$ cat config.mk
export PLATFORM = sky130hd
export DESIGN_NAME = decode_stage
export DESIGN_NICKNAME = d
export VERILOG_FILES = /design/src/rtl/mips_pkg.sv /design/src/rtl/decode_regfile.sv /design/src/rtl/decode_stage.sv
export SDC_FILE = /design/constraint.sdc
export NUM_CORES = 2
export LEC_CHECK = 0
export CORE_MARGIN = 2
export CORE_UTILIZATION = 50
export CTS_CLUSTER_SIZE = 16
export DETAILED_ROUTE_END_ITERATION = 12
export GPL_ROUTABILITY_DRIVEN = 0
export HOLD_SLACK_MARGIN = 0.12
export PLACE_DENSITY = 0.68
export SLEW_MARGIN = 10
export SYNTH_ARGS = -nofsm -noshare
export SYNTH_HDL_FRONTEND = slang
export SYNTH_HIERARCHICAL = 1
export SYNTH_SLANG_ARGS = --single-unit
$ cat constraint.sdc
create_clock -name clk -period 7.9 [get_ports clk]
set_clock_uncertainty 0.15 [all_clocks]
set_input_delay 2.37 -clock clk [delete_from_list [all_inputs] [get_ports clk]]
set_output_delay 2.37 -clock clk [all_outputs]
set_load 0.005 [all_outputs]
$ cat src/rtl/mips_pkg.sv
// rtl/mips_pkg.sv - shared opcodes, control bit positions and ID/EX bubble
package mips_pkg;

  // Opcodes understood by the decode stage
  localparam logic [5:0] OP_RTYPE = 6'h00;
  localparam logic [5:0] OP_LW    = 6'h23;
  localparam logic [5:0] OP_SW    = 6'h2B;
  localparam logic [5:0] OP_BEQ   = 6'h04;
  localparam logic [5:0] OP_ADDI  = 6'h08;

  // WB field bit positions
  localparam int WB_REG_WRITE  = 1;
  localparam int WB_MEM_TO_REG = 0;

  // M field bit positions
  localparam int M_BRANCH    = 2;
  localparam int M_MEM_READ  = 1;
  localparam int M_MEM_WRITE = 0;

  // EX field bit positions
  localparam int EX_ALUOP_HI = 3;
  localparam int EX_ALUOP_LO = 2;
  localparam int EX_REG_DST  = 1;
  localparam int EX_ALU_SRC  = 0;

  typedef struct packed {
    logic [1:0] wb;
    logic [2:0] m;
    logic [3:0] ex;
    logic       illegal;
  } ctrl_t;

  typedef struct packed {
    ctrl_t       ctrl;
    logic [31:0] pc;
    logic [31:0] reg_data1;
    logic [31:0] reg_data2;
    logic [31:0] imm;
    logic [4:0]  rt;
    logic [4:0]  rd;
  } id_ex_t;

  // A bubble carries no control and zeroed data
  localparam id_ex_t BUBBLE = '0;

endpackage

$ cat src/rtl/decode_regfile.sv
// rtl/decode_regfile.sv - 32x32 register file with writeback read bypass
module decode_regfile
  import mips_pkg::*;
(
  input  logic        clk,
  input  logic        reset,
  input  logic [4:0]  rs,
  input  logic [4:0]  rt,
  input  logic        wb_reg_write,
  input  logic [4:0]  wb_rd,
  input  logic [31:0] wb_data,
  output logic [31:0] read_data1,
  output logic [31:0] read_data2
);

  logic [31:0] regs [32];
  logic        wb_active;

  // Register 0 is never written, so it stays at its reset value
  assign wb_active = wb_reg_write && (wb_rd != 5'd0);

  // Writeback on the rising edge; reset wins over a concurrent write
  always_ff @(posedge clk) begin
    if (reset) begin
      for (int i = 0; i < 32; i++) regs[i] <= '0;
    end else if (wb_active) begin
      regs[wb_rd] <= wb_data;
    end
  end

  // Reads forward the in-flight writeback so decode sees it this cycle
  always_comb begin
    read_data1 = regs[rs];
    read_data2 = regs[rt];
    if (wb_active && (wb_rd == rs)) read_data1 = wb_data;
    if (wb_active && (wb_rd == rt)) read_data2 = wb_data;
    if (rs == 5'd0) read_data1 = '0;
    if (rt == 5'd0) read_data2 = '0;
  end

endmodule

$ cat src/rtl/decode_stage.sv
// rtl/decode_stage.sv - instruction decode with load-use hazard and ID/EX register
module decode_stage
  import mips_pkg::*;
(
  input  logic        clk,
  input  logic        reset,
  input  logic [63:0] if_id,
  input  logic        flush,
  input  logic        wb_reg_write,
  input  logic [4:0]  wb_rd,
  input  logic [31:0] wb_data,
  output logic [1:0]  out_WB,
  output logic [2:0]  out_M,
  output logic [3:0]  out_EX,
  output logic [31:0] out_incremented_PC,
  output logic [31:0] out_regData1,
  output logic [31:0] out_regData2,
  output logic [31:0] out_sign_extended_offset,
  output logic [4:0]  out_rt,
  output logic [4:0]  out_rd,
  output logic        pc_write,
  output logic        if_id_write,
  output logic        illegal_op
);

  logic [31:0] instr;
  logic [31:0] pc_plus4;
  logic [5:0]  opcode;
  logic [4:0]  rs;
  logic [4:0]  rt;
  logic [4:0]  rd;
  logic [31:0] read_data1;
  logic [31:0] read_data2;
  ctrl_t       ctrl;
  logic        uses_rt;
  logic        stall;
  id_ex_t      id_ex;
  id_ex_t      next_id_ex;

  assign pc_plus4 = if_id[63:32];
  assign instr    = if_id[31:0];
  assign opcode   = instr[31:26];
  assign rs       = instr[25:21];
  assign rt       = instr[20:16];
  assign rd       = instr[15:11];

  decode_regfile u_regfile (
    .clk          (clk),
    .reset        (reset),
    .rs           (rs),
    .rt           (rt),
    .wb_reg_write (wb_reg_write),
    .wb_rd        (wb_rd),
    .wb_data      (wb_data),
    .read_data1   (read_data1),
    .read_data2   (read_data2)
  );

  // Opcode to control-field decode; unknown opcodes flag illegal with no controls
  always_comb begin
    ctrl    = '0;
    uses_rt = 1'b0;
    case (opcode)
      OP_RTYPE: begin
        ctrl.wb[WB_REG_WRITE] = 1'b1;
        ctrl.ex[EX_ALUOP_HI]  = 1'b1;
        ctrl.ex[EX_REG_DST]   = 1'b1;
        uses_rt               = 1'b1;
      end
      OP_LW: begin
        ctrl.wb[WB_REG_WRITE]  = 1'b1;
        ctrl.wb[WB_MEM_TO_REG] = 1'b1;
        ctrl.m[M_MEM_READ]     = 1'b1;
        ctrl.ex[EX_ALU_SRC]    = 1'b1;
      end
      OP_SW: begin
        ctrl.m[M_MEM_WRITE]  = 1'b1;
        ctrl.ex[EX_ALU_SRC]  = 1'b1;
        uses_rt              = 1'b1;
      end
      OP_BEQ: begin
        ctrl.m[M_BRANCH]     = 1'b1;
        ctrl.ex[EX_ALUOP_LO] = 1'b1;
        uses_rt              = 1'b1;
      end
      OP_ADDI: begin
        ctrl.wb[WB_REG_WRITE] = 1'b1;
        ctrl.ex[EX_ALU_SRC]   = 1'b1;
      end
      default: ctrl.illegal = 1'b1;
    endcase
  end

  // A load in EX whose destination feeds this instruction forces one bubble;
  // the bubble clears MemRead, so the stall cannot repeat for the same pair
  assign stall = id_ex.ctrl.m[M_MEM_READ] && (id_ex.rt != 5'd0) &&
                 ((id_ex.rt == rs) || (uses_rt && (id_ex.rt == rt)));

  // A flush discards the slot anyway, so fetch must keep moving
  assign pc_write    = ~stall | flush;
  assign if_id_write = ~stall | flush;

  // Next ID/EX contents: bubble on stall or flush, otherwise the decoded slot
  always_comb begin
    next_id_ex = BUBBLE;
    if (!(stall || flush)) begin
      next_id_ex.ctrl      = ctrl;
      next_id_ex.pc        = pc_plus4;
      next_id_ex.reg_data1 = read_data1;
      next_id_ex.reg_data2 = read_data2;
      next_id_ex.imm       = {{16{instr[15]}}, instr[15:0]};
      next_id_ex.rt        = rt;
      next_id_ex.rd        = rd;
    end
  end

  // ID/EX pipeline register
  always_ff @(posedge clk) begin
    if (reset) id_ex <= BUBBLE;
    else       id_ex <= next_id_ex;
  end

  assign out_WB                   = id_ex.ctrl.wb;
  assign out_M                    = id_ex.ctrl.m;
  assign out_EX                   = id_ex.ctrl.ex;
  assign illegal_op               = id_ex.ctrl.illegal;
  assign out_incremented_PC       = id_ex.pc;
  assign out_regData1             = id_ex.reg_data1;
  assign out_regData2             = id_ex.reg_data2;
  assign out_sign_extended_offset = id_ex.imm;
  assign out_rt                   = id_ex.rt;
  assign out_rd                   = id_ex.rd;

endmodule
==> results.yml <==
global_route:
  grtUsageMet1_pct: 45.8
  overflow: 0
  use_met2_pct: 54.5
  grt_usage_pct: 35.1
  grt_pass1_wl_um: 304000
  busiest_layer: "met2"
  grt_max_degree: 122
  grt_pass1_vias: 40700
  antenna_found_initial: 14
  grtUsageMet3_pct: 7.82
synthesis:
  synth_top_family_by_area: "multiplexers"
  synth_area_leaders: "edfxtp_1, mux4_2, and2_1, mux2i_1, dfxtp_1"
  yosys.area_share.simple_pct: 15.4
  async_flop_share_pct: 0
  synth_top_area_share_pct: 50.9
  seq_area_frac_synth_pct: 55.0
  yosys_warnings: 6
  synth_adder_area_share_pct: 0
  ys_ff_latch: 1148
  muxShareOfSynthArea_pct: 19.9
  synth_cell_types: 77
  syn_area_um2: 60500
  syn_inst: 4385
  synth-compound-area-share_pct: 5.40
  ys_top_cells_by_count: "edfxtp_1, and2_1, mux4_2"
  yosys.area.top_type: "edfxtp_1"
  synth_flop_cell: "edfxtp_1"
  synth.avg_cell_area_um2: 13.8
  synth-edff-count: 1024
  post-synth-top-count-cell: "edfxtp_1"
  synth_xor_area_share_pct: 0.290
critical_path:
  critPathMaxFanout: 3
  cp_slowest_stage_delay_ns: 0.48
  path_buf_inv: 2
  crit_chain: "clkdlybuf4s50_1 > or3_1 > mux2_2 > nor3_1 > o21ai_0 > clkdlybuf4s50_1"
  path_delay_family: "buffers and inverters"
  critical_path_arrival_ns: 4.40
  end_kind: "primary output"
  critPathSlowestCell: "clkdlybuf4s50_1"
  setup.worst_path.class: "input port to primary output"
  required_ns: 5.38
  cp-start-kind: "input port"
  cp_common_cell: "clkdlybuf4s50_1"
timing:
  whs_ns: 0.613
  fmax_mhz: 145
  fin_crit_ns: 6.92
  slew_viol_final: 0
  tns_ns: 0
  slew_headroom_pct: 16.0
  finalHoldViolations: 0
  rsz0062_at_grt: "no"
  setup_viol: 0
  finalCritPeriodShare_pct: 87.6
  worstMarginPinSlew_ns: 1.26
finish:
  area_growth_pct: 12.7
  instances_no_fill: 6181
  fill_cells: 9453
  drive_gt1_share_pct: 20.4
  nets: 4565
  postLayoutCoreUtil_pct: 56.8
power_and_ir_drop:
  p_total_mw: 14.5
  p_clk_share_pct: 38.8
  p_leak_nw: 24.4
  p_int_mw: 10.8
  ir_drop_v: 0.000173
  seqPwrFrac_pct: 49.0
  combPwrFrac_pct: 12.2
  power.switching_mw: 3.67
  swShare_pct: 25.3
  power_per_cell_area_nw_per_um2: 213
detailed_routing:
  firstDrtPassIters: 7
  viasPerCell: 6.75
  drtAntennaViolNets: 0
  vias: 41700
  drtIter0Drc: 6490
  drc: 0
  wl_per_cell_um: 35.3
  drt_wl_total_um: 218000
clock_network:
  clockBufferDepth: 3
  cts_tree: "built"
  cts_made_buffers: 119
  postCtsSetupBuffers: 0
  cts_root_buf: "clkbuf_16"
  clock_sinks: 1148
  clock_latency_ns: 0.74
  htree_levels: 3
  cts_resized: 0
  path_clk_slew_ns: 0.06
  cts_hold_buf: 0
floorplanning:
  die_w_um: 352
  die-area_um2: 124000
  std_cell_rows: 127
  io_pins: 255
  die_h_um: 352
  initial_core_util_pct: 50.4
  core_area_um2: 120000
worst_hold_path:
  hold_class: "flop to flop"
job:
  drv_cap: 0
status:
  run_status: "completed"
placed_design:
  numPortBuffers: 254
  dp_hpwl_um: 126000
  dpl.cell_count: 5951
## tightest hold or removal path, stage by stage (launching register included)
cell      delay [ns]
dfxtp_1         0.46
o21ai_4         0.14
inv_1           0.06
a211oi_1        0.05
## cell families after synthesis
family | count (synthesis)
other | 1
muxes | 737
DFF | 1148
AOI/OAI and AO/OA | 433
and+or+nand+nor | 1558
xor gates and xnor gates | 20
buffers and inverters | 488
## sequential cells by signal (all words and copies together), names as in the netlist
signal                    cells
illegal_op                    1
out_EX                        3
out_M                         1
out_WB                        2
out_incremented_PC           32
out_regData1                 32
out_regData2                 32
out_rt                        5
out_sign_extended_offset     16
u_regfile/regs             1024
## per-layer routing
layer	vias to the layer above	part of all wire [%]	wire, um
li1	16700	-	-
met2	3267	46	99400
met5	-	0.012	26
met1	21100	36	77800
met4	4	6.5	14100
met3	709	12	26800
## path summary, 6_finish.rpt
kind,from,end,slack (ns),cells past startpoint
worst min register to register,out_WB[0],out_M[0],0.61,3
worst min-delay path,out_WB[0],out_M[0],0.61,3
worst max register to register,out_rt[1],out_regData1[23],5.13,6
worst max-delay path,if_id[27],if_id_write,0.98,6
## placed cells by master, fill, tap and decap left out, types with 46 or more instances in the layout
master	n
clkbuf_16	120
edfxtp_1	1024
mux4_2	356
dfxtp_1	124
a22oi_1	66
buf_4	146
a21oi_1	83
nor3_2	90
a211oi_1	46
nand2_1	248
nor3_1	72
and2_1	962
mux2i_1	334
clkdlybuf4s50_1	244
## power groups by stage
stage | registers (mW) | logic [mW] | clock network (mW)
2_1_floorplan | 7.16 | 1.07 | 0
3_3_place_gp | 7.21 | 1.71 | 0
3_5_place_dp | 7.23 | 1.72 | 0
4_1_cts | 7.11 | 1.73 | 5.65
5_1_grt | 7.14 | 1.83 | 5.86
6_report | 7.12 | 1.77 | 5.63
## through the flow
step | cell area [um^2] | worst slack [ns]
global route | 68100 | 0.822
floorplan | 60600 | 1.90
global placement | 64300 | 0.917
finish | 68100 | 0.983
CTS | 68100 | 0.968
detailed placement | 64300 | 0.973
## cell type report
| type | instances | area [um^2] | area share, % |
|---|---|---|---|
| inverter | 5 | 18.8 | 0.0275 |
| multi-input combinational | 2780 | 25200 | 37.0 |
| tap | 1612 | 2020 | 2.96 |
| antenna | 4 | 10.0 | 0.0147 |
| sequential | 1148 | 33200 | 48.8 |
| clock buffer | 165 | 3340 | 4.90 |
| clock inverter | 61 | 532 | 0.780 |
| timing repair buffer | 406 | 3800 | 5.57 |
Power figures use the tool's default switching activity.
